**src/rtl/acc_seq.sv**
```systemverilog
// Accumulator sequencer wrapped around an external combinational adder/subtractor.
// Commands in over valid/ready, accumulator results out with per-result and sticky overflow.
module acc_seq #(
    parameter int WIDTH = 8
) (
    input  logic             clk,
    input  logic             reset,
    input  logic             in_valid,
    output logic             in_ready,
    input  logic [WIDTH-1:0] in_data,
    input  logic             in_op,
    input  logic             in_clr,
    output logic [WIDTH-1:0] add_dataa,
    output logic [WIDTH-1:0] add_datab,
    output logic             add_sub,
    input  logic [WIDTH-1:0] add_result,
    output logic             out_valid,
    input  logic             out_ready,
    output logic [WIDTH-1:0] out_data,
    output logic             out_ovf,
    output logic             ovf_sticky
);

    typedef enum logic [1:0] {
        IDLE,
        EXEC,
        OUT
    } state_t;

    state_t           state;
    logic [WIDTH-1:0] acc;
    logic [WIDTH-1:0] operand;
    logic             op;
    logic             clr;

    logic             a_msb;
    logic             b_msb;
    logic             r_msb;
    logic             new_ovf;
    logic [WIDTH-1:0] acc_next;

    assign in_ready = (state == IDLE);

    // Adder inputs are registered copies, so these reflect exactly what the adder saw.
    assign a_msb = add_dataa[WIDTH-1];
    assign b_msb = add_datab[WIDTH-1];
    assign r_msb = add_result[WIDTH-1];

    always_comb begin
        new_ovf  = 1'b0;
        acc_next = add_result;
        if (clr) begin
            acc_next = operand;
        end else if (op) begin
            new_ovf = (a_msb == b_msb) && (r_msb != a_msb);
        end else begin
            new_ovf = (a_msb != b_msb) && (r_msb != a_msb);
        end
    end

    always_ff @(posedge clk) begin
        if (reset) begin
            state      <= IDLE;
            acc        <= '0;
            operand    <= '0;
            op         <= 1'b1;
            clr        <= 1'b0;
            add_dataa  <= '0;
            add_datab  <= '0;
            add_sub    <= 1'b1;
            out_valid  <= 1'b0;
            out_data   <= '0;
            out_ovf    <= 1'b0;
            ovf_sticky <= 1'b0;
        end else begin
            unique case (state)
                IDLE: begin
                    if (in_valid) begin
                        operand   <= in_data;
                        op        <= in_op;
                        clr       <= in_clr;
                        add_dataa <= acc;
                        add_datab <= in_data;
                        add_sub   <= in_op;
                        state     <= EXEC;
                    end
                end
                EXEC: begin
                    acc       <= acc_next;
                    out_data  <= acc_next;
                    out_ovf   <= new_ovf;
                    out_valid <= 1'b1;
                    if (clr) begin
                        ovf_sticky <= new_ovf;
                    end else begin
                        ovf_sticky <= ovf_sticky | new_ovf;
                    end
                    state <= OUT;
                end
                OUT: begin
                    if (out_ready) begin
                        out_valid <= 1'b0;
                        state     <= IDLE;
                    end
                end
                default: begin
                    out_valid <= 1'b0;
                    state     <= IDLE;
                end
            endcase
        end
    end

endmodule
```
**config.mk**
```make
export PLATFORM = sky130hd
export DESIGN_NAME = acc_seq
export DESIGN_NICKNAME = d
export VERILOG_FILES = /design/src/rtl/acc_seq.sv
export SDC_FILE = /design/constraint.sdc
export NUM_CORES = 1
export LEC_CHECK = 0
export BUFFER_PORTS_ARGS = -buffer_cell sky130_fd_sc_hd__buf_2
export CAP_MARGIN = 20
export CORE_ASPECT_RATIO = 1.2
export CORE_MARGIN = 4
export CORE_UTILIZATION = 42
export DETAILED_ROUTE_END_ITERATION = 10
export PLACE_DENSITY = 0.71
export SYNTH_ARGS = -nofsm -noshare
export SYNTH_HDL_FRONTEND = slang
export SYNTH_SLANG_ARGS = --single-unit
```
**constraint.sdc**
```tcl
create_clock -name clk -period 1.2 [get_ports clk]
set_clock_uncertainty 0.05 [all_clocks]
set_input_delay 0 -clock clk [delete_from_list [all_inputs] [get_ports clk]]
set_output_delay 0 -clock clk [all_outputs]
set_load 0.01 [all_outputs]
```
---- Yosys cells after proc, flatten, opt, wreduce, memory -nomap -nowiden ----
Cells that the tools add are included.
storage, ports and cells
  bits in writable memories ............... 0
  ROM bits ................................ 0
  output and inout bits ................... 29
  memories ................................ 0
  bits in registers ....................... 31
  logic and storage cells ................. 33
  latch bits .............................. 0
cells by class
  add/sub/neg operators ................... 0
  multipliers ............................. 0
  order comparisons ....................... 0
  div/mod/pow operators ................... 0
  reductions and logical operators ........ 6
  bitwise gates (word level) .............. 2
  muxes and demuxes ....................... 9
  shift operators ......................... 0
  eq/ne operators ......................... 7
operators by type and width
  kind                                                                    number
  8-bit 2-to-1 mux                                                        1
  2-bit one-hot mux with 3 select lines                                   1
  2-bit AND reduction                                                     3
  1-bit 2-to-1 mux                                                        4
  2-bit 2-to-1 mux                                                        2
  2-bit inequality test (second input constant)                           2
  1-bit one-hot mux with 3 select lines                                   1
  2-bit by 1-bit equality test with 1-bit output (second input constant)  1
  2-bit equality test (second input constant)                             1
  1-bit logical AND                                                       2
  2-bit zero test                                                         1
  1-bit inequality test                                                   2
  1-bit equality test                                                     1
  1-bit NOT                                                               1
  1-bit bitwise OR                                                        1

---- Logic depth before layout (Yosys ltp) ----
Gate-level depths: netlist of the first run.
  depth after elaboration ................. 6
  depth in mapped cells ................... 5
  depth with buffers taken out ............ 3

---- Worst setup path before layout of the first run ----
Ideal clock, no wire load.
  path type ............................... register -> register
  from .................................... register state[0]
  to ...................................... register clr
  cell stages (with the launch flop) ...... 6
  data arrival time ....................... 1.087 ns
  required time ........................... 1.022 ns
  slack ................................... -0.064 ns
  cells stage by stage .................... dfxtp_1 nor3b_2 buf_6 buf_12 mux2i_1 nor2_1
on the way
  cells in the longest elaborated chain, start to end .. 2
ends and longest elaborated chain
  item                                  RTL line  RTL
  start, declared                       30        state_t state;
  start signal, assigned                63        state <= IDLE;
  start signal, assigned                85        state <= EXEC;
  start signal, assigned                98        state <= OUT;
  2-bit zero test                       76        unique case (state)
  2-bit AND reduction (no source line)  -
  end signal, assigned                  81        clr <= in_clr;
  end, declared                         34        logic clr;
No other way between the ends.
A chain may end at the register's enable or synchronous reset.

---- Worst setup path in the final report of the first run ----
  from .................................... register state[1]
  to ...................................... register ovf_sticky
on the way
  cells in the longest elaborated chain, start to end .. 1
ends and longest elaborated chain
  item                                            RTL line  RTL
  2-bit by 1-bit equality test with 1-bit output  76
  end signal, assigned                            94        ovf_sticky <= new_ovf;
  end signal, assigned                            96        ovf_sticky <= ovf_sticky | new_ovf;
  end, declared                                   21        output logic ovf_sticky
No other way between the ends.

==> impl_metrics.env, run 1 <==
export IMPL_leakagePower_nw=0.864
export IMPL_initial_core_util_pct=44.0
export IMPL_cpLargestDelayFamily="flip-flops"
export IMPL_hold_path_class="primary input to flop"
export IMPL_use_met1_pct=19.1
export IMPL_grt_met2_usage_pct=29.9
export IMPL_r2r_start="state[1]"
export IMPL_power_density_mw_per_mm2=1140
export IMPL_num_antenna_cells=0
export IMPL_cts_tree="built"
export IMPL_fp_dieArea_mm2=0.00385
export IMPL_clk_latency_ps=310
export IMPL_fmax_mhz=777
export IMPL_maxSlewViolCount=0
export IMPL_dr_pass1_iters=4
export IMPL_grt_use_met3_pct=5.93
export IMPL_startpoint_type="flop"
export IMPL_cts_buffers=5
export IMPL_drtAntennaViolNets=0
export IMPL_dpl_hpwl_um=2100
export IMPL_antenna_found_initial=0
export IMPL_max_cap_violations=0
export IMPL_first_iter_violations=11
export IMPL_fillers=253
export IMPL_die_width_um=57.3
export IMPL_rsz0062_at_grt="yes"
export IMPL_status="finished with violations"
export IMPL_fin_crit_sh_pct=107
export IMPL_grt_pass1_wl_um=5000
export IMPL_viasPerCell=4.92
export IMPL_crit_arrival_ps=1460
export IMPL_drive_gt1_share_pct=38.7
export IMPL_setup_ws_ps=-86.6
export IMPL_yosysUniqueCellTypes=20
export IMPL_htree_levels=2
export IMPL_crit_path_top_delay_cell="dfxtp_2"
export IMPL_clk_path_buf_depth=2
export IMPL_whs_ps=52.4
export IMPL_worstPathCellList="buf_6, nor4bb_4, mux2i_1, a221oi_1"
export IMPL_cts_sinks=31
export IMPL_period_minus_slack_ps=1290
export IMPL_fin_nets=222
export IMPL_fin_total_pwr_mw=2.11
export IMPL_ys_warn_count=0
export IMPL_tightest_slew_ps=445
export IMPL_cp_slowest_stage_delay_ps=350
export IMPL_io_buffers=50
export IMPL_grt_use_total_pct=17.0
export IMPL_area_delta_synth_final_pct=50.8
export IMPL_synth_area_mm2=0.00122
export IMPL_synth_yosys_seq_area_share_pct=50.7
export IMPL_synth_nets=139
export IMPL_grt_busiest_layer="met2"
export IMPL_critical_path_class="flop to flop"
export IMPL_synth_avg_cell_area_um2=10.5
export IMPL_ir_drop_mv=1.16
export IMPL_gr_total_overflow=0
export IMPL_place_congestion=0.828
export IMPL_clk_transition_reported_paths_ps=80
export IMPL_vias=1146
export IMPL_grt_max_degree=27
export IMPL_finalHoldViolCount=0
export IMPL_core_area_mm2=0.00279
export IMPL_tns_ps=-1330
export IMPL_worst_path_max_fanout=4
export IMPL_ys_ff_latch=31
export IMPL_critical_path_endpoint_type="flop"
export IMPL_max_slew_margin_rel_pct=70.3
export IMPL_wl_per_cell_um=13.3
export IMPL_critical_path_buf_inv_count=1
export IMPL_violations="setup timing"
export IMPL_io_pins=51
export IMPL_grt_pass1_vias=1139
export IMPL_wirelength_um=3110
export IMPL_synthCells=117
export IMPL_drc_errors=0
export IMPL_cts_root_buf="clkbuf_4"
export IMPL_num_rows=21
export IMPL_fp_dieH_um=67.2
export IMPL_required_ps=1380
export IMPL_hp_start="reset"
export IMPL_critical_path_startpoint="state[1]"
export IMPL_setup_violations=27
[flip-flops by register name, indices dropped and copies added, names as in the netlist, 2 cells and up]
signal,flops
operand,8
acc,8
state,2
add_dataa,8
[logic make-up (layout without fill, tap and decap cells)]
family	after synthesis	after routing	share of synthesized area (%)
multiplexers	26	26	21.2
buffers and inverters	9	91	5.41
flip-flops	31	31	50.7
AO/OA/AOI/OAI	12	12	7.46
AND/OR/NAND/NOR	38	38	14.5
XOR/XNOR	1	1	0.715
[cell type report]
cell class | instances | area [µm²] | area share [%]
clock buffers | 6 | 41.3 | 2.24
inverters | 1 | 3.75 | 0.203
multi-input cells | 77 | 566 | 30.6
flip-flops and latches | 31 | 624 | 33.8
well taps | 34 | 42.5 | 2.30
repair buffers | 84 | 569 | 30.8
[layout by cell type (no fill, tap or decap)]
cell and n:
buf_2 50, nor2_1 29, dfxtp_1 28, mux2i_1 26
dlygate4sd3_1 18, buf_4 11, a211oi_1 8, clkbuf_4 5
buf_6 5, nor2b_1 4, dfxtp_2 3, nor3b_4 1
nor3_1 1, nor4bb_4 1, nor4bb_2 1, xnor2_1 1
nand2b_1 1, o32ai_1 1, inv_1 1, a221oi_1 1
a21oi_1 1, a211o_1 1, clkbuf_1 1
[synthesized netlist by cell type]
cell type / instances / share of area (%)
dfxtp_1: 31 / 51
nor2_1: 29 / 8.9
mux2i_1: 26 / 21
a211oi_1: 8 / 4.9
nor2b_1: 4 / 2.0
clkbuf_1: 3 / 0.92
buf_4: 2 / 1.2
nor4bb_1: 2 / 1.6
a211o_1: 1 / 0.72
a21oi_1: 1 / 0.41
a221oi_1: 1 / 0.72
buf_12: 1 / 1.6
buf_2: 1 / 0.41
buf_6: 1 / 0.92
inv_1: 1 / 0.31
nand2b_1: 1 / 0.51
nor3_1: 1 / 0.41
nor3b_2: 1 / 1.0
o32ai_1: 1 / 0.72
xnor2_1: 1 / 0.72
[report_power, final]
group	switching (mW)	internal (mW)
Combinational	0.202	0.253
Clock	0.309	0.208
Sequential	0.0475	1.09
Total	0.559	1.55
[repair_timing]
action,in CTS,in global routing
setup buffers,4,0
pin swaps,4,0
hold endpoints to repair,19,0
hold buffers,18,0
resized for setup,5,5
endpoints found under the setup margin,23,29
[worst paths after layout]
kind / to / slack, ps / cells past startpoint
worst max register to register: ovf_sticky / -90 / 4
worst max-delay path: ovf_sticky / -90 / 4
worst min-delay path: add_dataa[7] / 50 / 2
worst min register to register: ovf_sticky / 420 / 2
[per-layer routing]
layer  vias to the layer above  part of all wire (%)  wire, µm
met5                         -                     0         0
met4                         0                   1.2        38
met3                         6                   6.7       207
met2                        38                    51      1590
met1                       535                    41      1270
li1                        567                     -         -
[metrics by stage]
step           area (µm²)  util, %  setup slack [ps]  cells
6_report             1850     66.3             -86.6    233
5_1_grt              1850     66.3              -164    233
4_1_cts              1820     65.5             -65.8    233
3_5_place_dp         1550     55.8              -100    205
3_3_place_gp         1550     55.8             -81.9    205
2_1_floorplan        1230        -             -52.4    117
Power figures use the tool's default switching activity.
==> inputs of run 2 (changes only) <==
- PLACE_DENSITY: 0.71 -> 0.8
==> run 2 against run 1 <==
Net effect: the run still ends with setup timing left; clock-buffer cell count increased by 2; hold slack got worse by 13 ps; final area increased by 4.3%; clock power increased by 31%; largest cell class unchanged.
==> impl_metrics.env, run 2 (synthesized netlist as in run 1, its figures left out) <==
export IMPL_htree_levels=2
export IMPL_startpoint_type="flop"
export IMPL_fin_nets=225
export IMPL_finalNonFillerCells=238
export IMPL_dr_pass1_iters=4
export IMPL_status="finished with violations"
export IMPL_io_buffers=50
export IMPL_grt_use_total_pct=17.9
export IMPL_reg_top3="acc: 8 flops, add_dataa: 8 flops, operand: 8 flops"
export IMPL_critical_path_class="flop to flop"
export IMPL_ir_drop_mv=1.13
export IMPL_critical_path_endpoint_type="flop"
export IMPL_setup_violations=25
export IMPL_clk_path_buf_depth=2
export IMPL_cp_slowest_stage_delay_ps=360
export IMPL_power_density_mw_per_mm2=1200
export IMPL_first_iter_violations=31
export IMPL_initial_core_util_pct=44.0
export IMPL_dpl_cell_count=205
export IMPL_required_ps=1350
export IMPL_clk_transition_reported_paths_ps=90
export IMPL_fin_crit_sh_pct=109
export IMPL_dp_slack_ps=-91.1
export IMPL_drc_errors=0
export IMPL_place_congestion=0.698
export IMPL_fp_dieArea_mm2=0.00385
export IMPL_hold_path_class="primary input to flop"
export IMPL_cpMostUsedCell="buf_6"
export IMPL_layout_common_cells="50 x buf_2, 29 x nor2_1, 29 x dfxtp_1"
export IMPL_cts_sinks=31
export IMPL_grt_max_degree=25
export IMPL_cts_tree="built"
export IMPL_grt_pass1_vias=1187
export IMPL_worstPathCellList="nor3b_4, buf_6, buf_6, mux2i_1, nor2_1"
export IMPL_maxSlewViolCount=0
export IMPL_dpl_hpwl_um=2230
export IMPL_cts_root_buf="clkbuf_4"
export IMPL_max_slew_margin_rel_pct=71.0
export IMPL_rsz0062_at_grt="yes"
export IMPL_cpLargestDelayFamily="flip-flops"
export IMPL_vias=1212
export IMPL_crit_path_top_delay_cell="dfxtp_2"
export IMPL_setup_ws_ps=-104
export IMPL_fp_dieH_um=67.2
export IMPL_postLayoutCoreUtil_pct=69.1
export IMPL_die_width_um=57.3
export IMPL_period_minus_slack_ps=1300
export IMPL_leakagePower_nw=0.901
export IMPL_worst_path_max_fanout=5
export IMPL_violations="setup timing"
export IMPL_fmax_mhz=767
export IMPL_crit_arrival_ps=1460
export IMPL_clk_latency_ps=320
export IMPL_area_delta_synth_final_pct=57.2
export IMPL_critical_path_buf_inv_count=2
export IMPL_drive_gt1_share_pct=40.2
export IMPL_grt_pass1_wl_um=5240
export IMPL_core_area_mm2=0.00279
export IMPL_antenna_found_initial=0
export IMPL_gr_total_overflow=0
export IMPL_num_rows=21
export IMPL_viasPerCell=5.09
export IMPL_wirelength_um=3450
export IMPL_tns_ps=-1220
export IMPL_tightest_slew_ps=434
export IMPL_max_cap_violations=0
export IMPL_io_pins=51
export IMPL_num_antenna_cells=0
export IMPL_wl_per_cell_um=14.5
export IMPL_drtAntennaViolNets=0
export IMPL_fillers=216
export IMPL_final_common_cell="buf_2"
export IMPL_cts_buffers=5
export IMPL_finalHoldViolCount=0
-- run 2: timing repair --
item,4_1_cts,5_1_grt
hold buffers,19,0
cloned,1,0
gates resized for setup,8,3
pin swaps,1,1
setup buffers,4,1
endpoints found under the hold margin,20,0
endpoints found under the setup margin,26,28
-- run 2: worst paths after layout --
check	endpoint	slack (ps)	from	cells after the start
worst min-delay path	add_dataa[3]	40	reset	2
worst min register to register	out_valid	450	out_valid	2
worst max-delay path	operand[4]	-100	state[1]	5
worst max register to register	operand[4]	-100	state[1]	5
-- run 2: power breakdown --
part           internal (mW)  switching (mW)  total, mW
clock network          0.344           0.331      0.675
registers               1.09          0.0525       1.14
logic                  0.277           0.218      0.495
total                   1.71           0.601       2.31
-- run 2: layout make-up --
type                       instances  area, µm²  area share, %
inverter                           1       3.75          0.195
timing repair buffer              87        623           32.4
sequential                        31        626           32.5
clock buffer                       8       68.8           3.57
multi-input combinational         77        562           29.2
tap                               34       42.5           2.21
-- run 2: layer usage --
layer	GRT usage (%)	part of all wire (%)	routed length, µm
met4	7.25	1.1	37
met1	17.9	36	1250
met2	34.7	58	2000
met5	0	0	0
met3	4.78	4.8	167
-- run 2: through the flow --
stage,hold slack (ps),area [µm²],power (mW)
2_1_floorplan,21.6,1230,1.39
3_3_place_gp,164,1570,1.54
3_5_place_dp,171,1570,1.55
4_1_cts,25.2,1910,2.32
5_1_grt,66.1,1930,2.42
6_report,39.4,1930,2.31
-- run 2: worst reg2reg max path, delay by kind of cell (launching register included) --
kind                   cells  cell delay, ps
muxes                      1             220
buffers and inverters      2             280
and+or+nand+nor            2             280
DFF                        1             360
